==> config.mk <==
export PLATFORM = sky130hd
export DESIGN_NAME = shift_pipe
export DESIGN_NICKNAME = d
export VERILOG_FILES = /design/src/rtl/shift_pipe_pkg.sv /design/src/rtl/shift_pipe_level.sv /design/src/rtl/shift_pipe.sv
export SDC_FILE = /design/constraint.sdc
export NUM_CORES = 1
export LEC_CHECK = 0
export BUFFER_PORTS_ARGS = -buffer_cell sky130_fd_sc_hd__buf_2
export CORE_ASPECT_RATIO = 1.25
export CORE_MARGIN = 10
export CORE_UTILIZATION = 25
export CTS_CLUSTER_DIAMETER = 150
export DETAILED_ROUTE_END_ITERATION = 8
export PLACE_DENSITY = 0.52
export RECOVER_POWER = 100
export SYNTH_ARGS = -nofsm -noshare
export SYNTH_HDL_FRONTEND = slang
export SYNTH_SLANG_ARGS = --single-unit
==> constraint.sdc <==
create_clock -name clock -period 1.95 [get_ports clock]
set_input_delay 0.195 -clock clock [delete_from_list [all_inputs] [get_ports clock]]
set_output_delay 0.195 -clock clock [all_outputs]
set_load 0.02 [all_outputs]
==> src/rtl/shift_pipe_pkg.sv <==
// shift_pipe_pkg
// Shared constants for the pipelined shift unit.
//   SHIFT_OP_*  : 2-bit opcode encodings carried with every operation
//   FINE_BITS   : number of low shift-amount bits applied in stage 2;
//                 all higher bits are applied in stage 1
//   is_right_op : helper that tells whether an opcode shifts toward bit 0
package shift_pipe_pkg;

  localparam logic [1:0] SHIFT_OP_SLL = 2'b00;
  localparam logic [1:0] SHIFT_OP_SRL = 2'b01;
  localparam logic [1:0] SHIFT_OP_SRA = 2'b10;
  localparam logic [1:0] SHIFT_OP_ROL = 2'b11;

  localparam int FINE_BITS = 3;

  function automatic logic is_right_op(input logic [1:0] op);
    return (op == SHIFT_OP_SRL) || (op == SHIFT_OP_SRA);
  endfunction

endpackage

==> src/rtl/shift_pipe_level.sv <==
// shift_level
// One combinational level of the shifter: conditionally moves the word by a
// fixed distance DIST.
//   data   : word entering this level
//   enable : apply the shift (the corresponding shift-amount bit)
//   dir    : 0 = toward the MSB (left), 1 = toward the LSB (right)
//   fill   : value inserted into vacated positions
//   rotate : on a left move, reinsert the bits pushed out of the MSB end
//   result : word leaving this level
module shift_level #(
  parameter int WIDTH = 32,
  parameter int DIST  = 16
) (
  input  logic [WIDTH-1:0] data,
  input  logic             enable,
  input  logic             dir,
  input  logic             fill,
  input  logic             rotate,
  output logic [WIDTH-1:0] result
);

  logic [WIDTH-1:0] left_moved;
  logic [WIDTH-1:0] right_moved;

  // Both directions are built and selected; rotate only ever applies to the
  // left direction, so the wrapped bits come from the top DIST bits.
  always_comb begin
    left_moved = {data[WIDTH-DIST-1:0], {DIST{fill}}};
    if (rotate) begin
      left_moved = {data[WIDTH-DIST-1:0], data[WIDTH-1:WIDTH-DIST]};
    end
    right_moved = {{DIST{fill}}, data[WIDTH-1:DIST]};
    result = data;
    if (enable) begin
      result = dir ? right_moved : left_moved;
    end
  end

endmodule

==> src/rtl/shift_pipe.sv <==
// shift_pipe
// Two-stage pipelined shift unit (SLL, SRL, SRA, optional ROL).
// Stage 1 applies the coarse levels (shift-amount bits SHW-1..3), stage 2
// the fine levels (bits 2..0). One operation per cycle, latency 2.
// Optional feature macro: SHIFT_PIPE_ROTATE_EN -- when defined, op 11 rotates
// left; when undefined, op 11 behaves as SLL.
// Ports:
//   clock, reset_n          : rising-edge clock, synchronous active-low reset
//   in_valid/in_ready       : input handshake
//   in_data, in_shamt       : operand and unsigned shift amount
//   in_op, in_tag           : opcode and destination tag
//   out_valid/out_ready     : output handshake
//   out_data, out_tag       : result and its tag (registered, from stage 2)
module shift_pipe
  import shift_pipe_pkg::*;
#(
  parameter  int WIDTH = 32,
  parameter  int TAG_W = 5,
  localparam int SHW   = $clog2(WIDTH)
) (
  input  logic             clock,
  input  logic             reset_n,
  input  logic             in_valid,
  output logic             in_ready,
  input  logic [WIDTH-1:0] in_data,
  input  logic [SHW-1:0]   in_shamt,
  input  logic [1:0]       in_op,
  input  logic [TAG_W-1:0] in_tag,
  output logic             out_valid,
  input  logic             out_ready,
  output logic [WIDTH-1:0] out_data,
  output logic [TAG_W-1:0] out_tag
);

  localparam int COARSE = SHW - FINE_BITS;

  logic                 adv1, adv2, in_fire;
  logic                 in_dir, in_fill, in_rot;
  logic                 s1_dir, s1_rot;

  logic                 s1_valid;
  logic [WIDTH-1:0]     s1_data;
  logic [FINE_BITS-1:0] s1_shamt;
  logic [1:0]           s1_op;
  logic [TAG_W-1:0]     s1_tag;
  logic                 s1_fill;

  logic                 s2_valid;
  logic [WIDTH-1:0]     s2_data;
  logic [TAG_W-1:0]     s2_tag;

  logic [WIDTH-1:0]     coarse_data [0:COARSE];
  logic [WIDTH-1:0]     fine_data   [0:FINE_BITS];

  // A stage may take new contents whenever its successor will make room.
  assign adv2     = !s2_valid || out_ready;
  assign adv1     = !s1_valid || adv2;
  assign in_ready = adv1 && reset_n;
  assign in_fire  = in_valid && in_ready;

  // The SRA fill is the operand's original MSB; it is captured in s1 because
  // after the coarse levels the MSB of the partial result may already be fill.
  assign in_dir  = is_right_op(in_op);
  assign in_fill = (in_op == SHIFT_OP_SRA) && in_data[WIDTH-1];
  assign s1_dir  = is_right_op(s1_op);
`ifdef SHIFT_PIPE_ROTATE_EN
  assign in_rot  = (in_op == SHIFT_OP_ROL);
  assign s1_rot  = (s1_op == SHIFT_OP_ROL);
`else
  assign in_rot  = 1'b0;
  assign s1_rot  = 1'b0;
`endif

  assign coarse_data[0] = in_data;
  for (genvar i = 0; i < COARSE; i++) begin : g_coarse
    localparam int LVL = SHW - 1 - i;
    shift_level #(.WIDTH(WIDTH), .DIST(1 << LVL)) u_level (
      .data   (coarse_data[i]),
      .enable (in_shamt[LVL]),
      .dir    (in_dir),
      .fill   (in_fill),
      .rotate (in_rot),
      .result (coarse_data[i+1])
    );
  end

  assign fine_data[0] = s1_data;
  for (genvar i = 0; i < FINE_BITS; i++) begin : g_fine
    localparam int LVL = FINE_BITS - 1 - i;
    shift_level #(.WIDTH(WIDTH), .DIST(1 << LVL)) u_level (
      .data   (fine_data[i]),
      .enable (s1_shamt[LVL]),
      .dir    (s1_dir),
      .fill   (s1_fill),
      .rotate (s1_rot),
      .result (fine_data[i+1])
    );
  end

  // Stage 1 captures the coarse-shifted operand plus what stage 2 still needs.
  always_ff @(posedge clock) begin
    if (!reset_n) begin
      s1_valid <= 1'b0;
      s1_data  <= '0;
      s1_shamt <= '0;
      s1_op    <= SHIFT_OP_SLL;
      s1_tag   <= '0;
      s1_fill  <= 1'b0;
    end else if (adv1) begin
      s1_valid <= in_fire;
      if (in_fire) begin
        s1_data  <= coarse_data[COARSE];
        s1_shamt <= in_shamt[FINE_BITS-1:0];
        s1_op    <= in_op;
        s1_tag   <= in_tag;
        s1_fill  <= in_fill;
      end
    end
  end

  // Stage 2 holds the finished result; the payload only changes when a real
  // operation moves in, so the last result stays visible across bubbles.
  always_ff @(posedge clock) begin
    if (!reset_n) begin
      s2_valid <= 1'b0;
      s2_data  <= '0;
      s2_tag   <= '0;
    end else if (adv2) begin
      s2_valid <= s1_valid;
      if (s1_valid) begin
        s2_data <= fine_data[FINE_BITS];
        s2_tag  <= s1_tag;
      end
    end
  end

  assign out_valid = s2_valid;
  assign out_data  = s2_data;
  assign out_tag   = s2_tag;

endmodule

==> results.cfg <==
[die]
dieArea_sq_um = 36700
core-area_sq_um = 29170
dieHeight_um = 211.7
start_util = 0.2520
die_w_um = 173.4
rows = 70
ios = 87

[global_routing]
overflow = 0
grt_max_degree = 43
antenna_found_initial = 0
grt_usage = 0.1682
grt_pass1_vias = 8376
grt_pass1_wl_um = 49060

[logic_synthesis]
ys_warn_count = 0
syn_area_sq_um = 7350
synthTopCellsByArea = dfxtp_1 22%, nand2_1 7.6%, o21ai_0 5.5%, mux4_2 5.2%, mux2i_1 4.1%
synth_flop_cell = dfxtp_1
synthAdderAreaFrac = 0.001702
synth_top_cell_area_share = 0.2234
synthMuxAreaShare = 0.1313
synthesis.instances = 1013
synth_top_cell_by_area = dfxtp_1
synth_xor_area_frac = 0.002383
yosys.area_share.simple = 0.2344
synthArstFlopShare = 0
avgSynthCellArea_sq_um = 7.255
synth-compound-area-share = 0.3245
synth_top_family_by_area = compound AO/OA/AOI/OAI gates
synth_seq_area_share = 0.2234
synth_nets = 1062
synth_edf_count = 0
synth.top_cells.by_count = 149 x nand2_1, 82 x dfxtp_1, 81 x o21ai_0
synth.ff_latch_count = 82
yosysMostFrequentCell = nand2_1
yosys.cell_types.count = 72

[routing]
wl_met2_um = 15110
post_drt_wl_per_cell_um = 20.72
wl_met3_um = 1941
drt-initial-drc-count = 675
wl_met1_um = 13300
vias = 8556
ant_nets = 0
totalWireLength_um = 32120
viasPerCell = 5.520
dr.pass1.iters = 5
drc = 0
top_layer_used = met4

[clock_tree]
root_buffer = clkbuf_16
cts_sinks = 82
clockBufferDepth = 2
clk_pin_slew_worst_paths_ps = 70
ctsHtreeMaxLevel = 3
numCtsBuffers = 9
cts_tree = built
insertion_delay_ps = 360

[sta]
fmax_mhz = 527.2
rsz0062_at_grt = false
period_share = 0.9728
clock_skew_ps = 16.06
fin_crit_ps = 1897
setup_ws_ps = 53.04
max_slew_margin = 0.5925
setup_viol = 0
worst_pin_slew_ps = 610.4
final_max_slew_viol_count = 0
hold_violations = 0
whs_ps = 23.73

[cells_and_area]
area_delta_synth_final_pct = 29.26
nFillCells = 3153
fin_nets = 1200
drive_gt1_frac = 0.2409
n_antenna_cell = 0

[critical_path]
slowest_delay_ps = 700
crit_family = flip-flops
cp_cell_sequence = clkbuf_1, nand4_1, buf_4, nor3_1, buf_4, a21oi_1, o21ai_0
crit_required_ps = 2240
rr_worst_depth = 7
cp.arrival_ps = 2190
critPathMaxFanout = 11
cp-end-kind = flop
crit_cells = 7
path_common_cell = buf_4
r2r_setup_slack_ps = 50
cp-start-kind = flop
crit_buf_inv = 3
crit_type = reg -> reg
crit_path_top_delay_cell = dfxtp_1

[placement]
port_buffers = 86
hpwl_um = 24250
gp_congestion = 0.9767
preCtsSetupSlack_ps = -95.91

[power]
power.density_nw_per_um2 = 685.4
power_frac_comb = 0.375
leakagePower_nw = 3.602
p_clk_frac = 0.321
p_seq_frac = 0.304
peakVddDrop_v = 0.0004697
p_int_mw = 4.165
power.switching_mw = 2.347
sw_frac_of_total = 0.3604

[min_path]
hp-class = in -> reg
hold_depth = 3

[run_status]
status = completed

[run]
maxCapViolCount = 0
area by class of cell:
cell class / instances / area (sq um) / area share
repair buffers: 243 / 1787 / 0.1881
clock inverters: 4 / 98.84 / 0.01040
inverters: 12 / 45.04 / 0.004741
multi-input cells: 803 / 5172 / 0.5444
clock buffers: 10 / 250.2 / 0.02634
well taps: 396 / 495.5 / 0.05215
flip-flops and latches: 82 / 1652 / 0.1738
power by group through the flow:
stage                     clock [mW]  combinational (mW)  sequential, mW
after floorplan                    0                1.43            1.97
after global placement             0                2.34            2.02
after detailed placement           0                2.33            2.02
after CTS                       2.11                2.38            1.98
after global routing            2.16                2.64            2.00
final                           2.09                2.44            1.98
logic make-up (layout without fill, tap and decap cells):
| kind of cell | after synthesis | after routing |
|---|---|---|
| muxes | 72 | 72 |
| xor gates and xnor gates | 2 | 2 |
| adders and majority gates | 1 | 1 |
| DFF | 82 | 82 |
| buffers and inverters | 128 | 269 |
| AOI/OAI and AO/OA | 354 | 354 |
| and+or+nand+nor | 374 | 374 |
through the flow:
| step | total power [mW] | TNS, ps | instances | instance area [sq um] | utilization |
|---|---|---|---|---|---|
| 2_1_floorplan | 3.405 | 0 | 1013 | 7350 | - |
| 3_3_place_gp | 4.359 | -934.5 | 1525 | 9070 | 0.3110 |
| 6_report | 6.511 | 0 | 1550 | 9500 | 0.3257 |
| 4_1_cts | 6.467 | 0 | 1541 | 9473 | 0.3248 |
| 3_5_place_dp | 4.352 | -1054 | 1525 | 9070 | 0.3110 |
| 5_1_grt | 6.791 | 0 | 1550 | 9500 | 0.3257 |
worst min-delay path, delay by kind of cell:
family                 cells  cell delay [ps]
AND/OR/NAND/NOR            2               80
buffers and inverters      1               70
metal layers:
layer / vias up / track usage
met2: 354 / 0.2779
met4: 0 / 0.1001
met1: 4054 / 0.2051
met5: - / 0
li1: 4052 / -
met3: 96 / 0.02317
state kept, by name, indices dropped and copies added, names as in the netlist:
register and flops:
out_tag 5, s1_fill 1, s1_data 32, s1_shamt 3
s1_valid 1, s1_tag 5, out_data 32, out_valid 1
s1_op 2
layout by cell type (no fill, tap or decap), types with 13 or more instances in the layout:
master	count
mux4_2	17
nor2_1	75
mux2_2	25
buf_2	47
nor2b_1	27
nand2b_1	22
nor3_1	15
buf_12	17
clkbuf_1	45
a211o_1	13
a31oi_1	36
o31ai_1	14
nand2_1	149
a211oi_1	21
o21ai_0	80
buf_4	122
a21oi_1	55
o22ai_1	21
mux2i_1	30
dfxtp_1	78
nand3_1	51
repair_timing:
item | in CTS | in global routing
cloned | 0 | 1
setup endpoints to repair | 21 | 22
resized for setup | 4 | 14
hold buffers | 0 | 0
pin swaps | 1 | 4
setup buffers | 2 | 8
final timing paths:
check | start | end
hold reg to reg | s1_tag[2] | s1_tag[2]
setup reg to reg | s1_shamt[0] | out_data[12]
setup / recovery | s1_shamt[0] | out_data[12]
hold / removal | in_tag[3] | s1_tag[3]
Note: power is estimated with default switching activity, not from simulation.
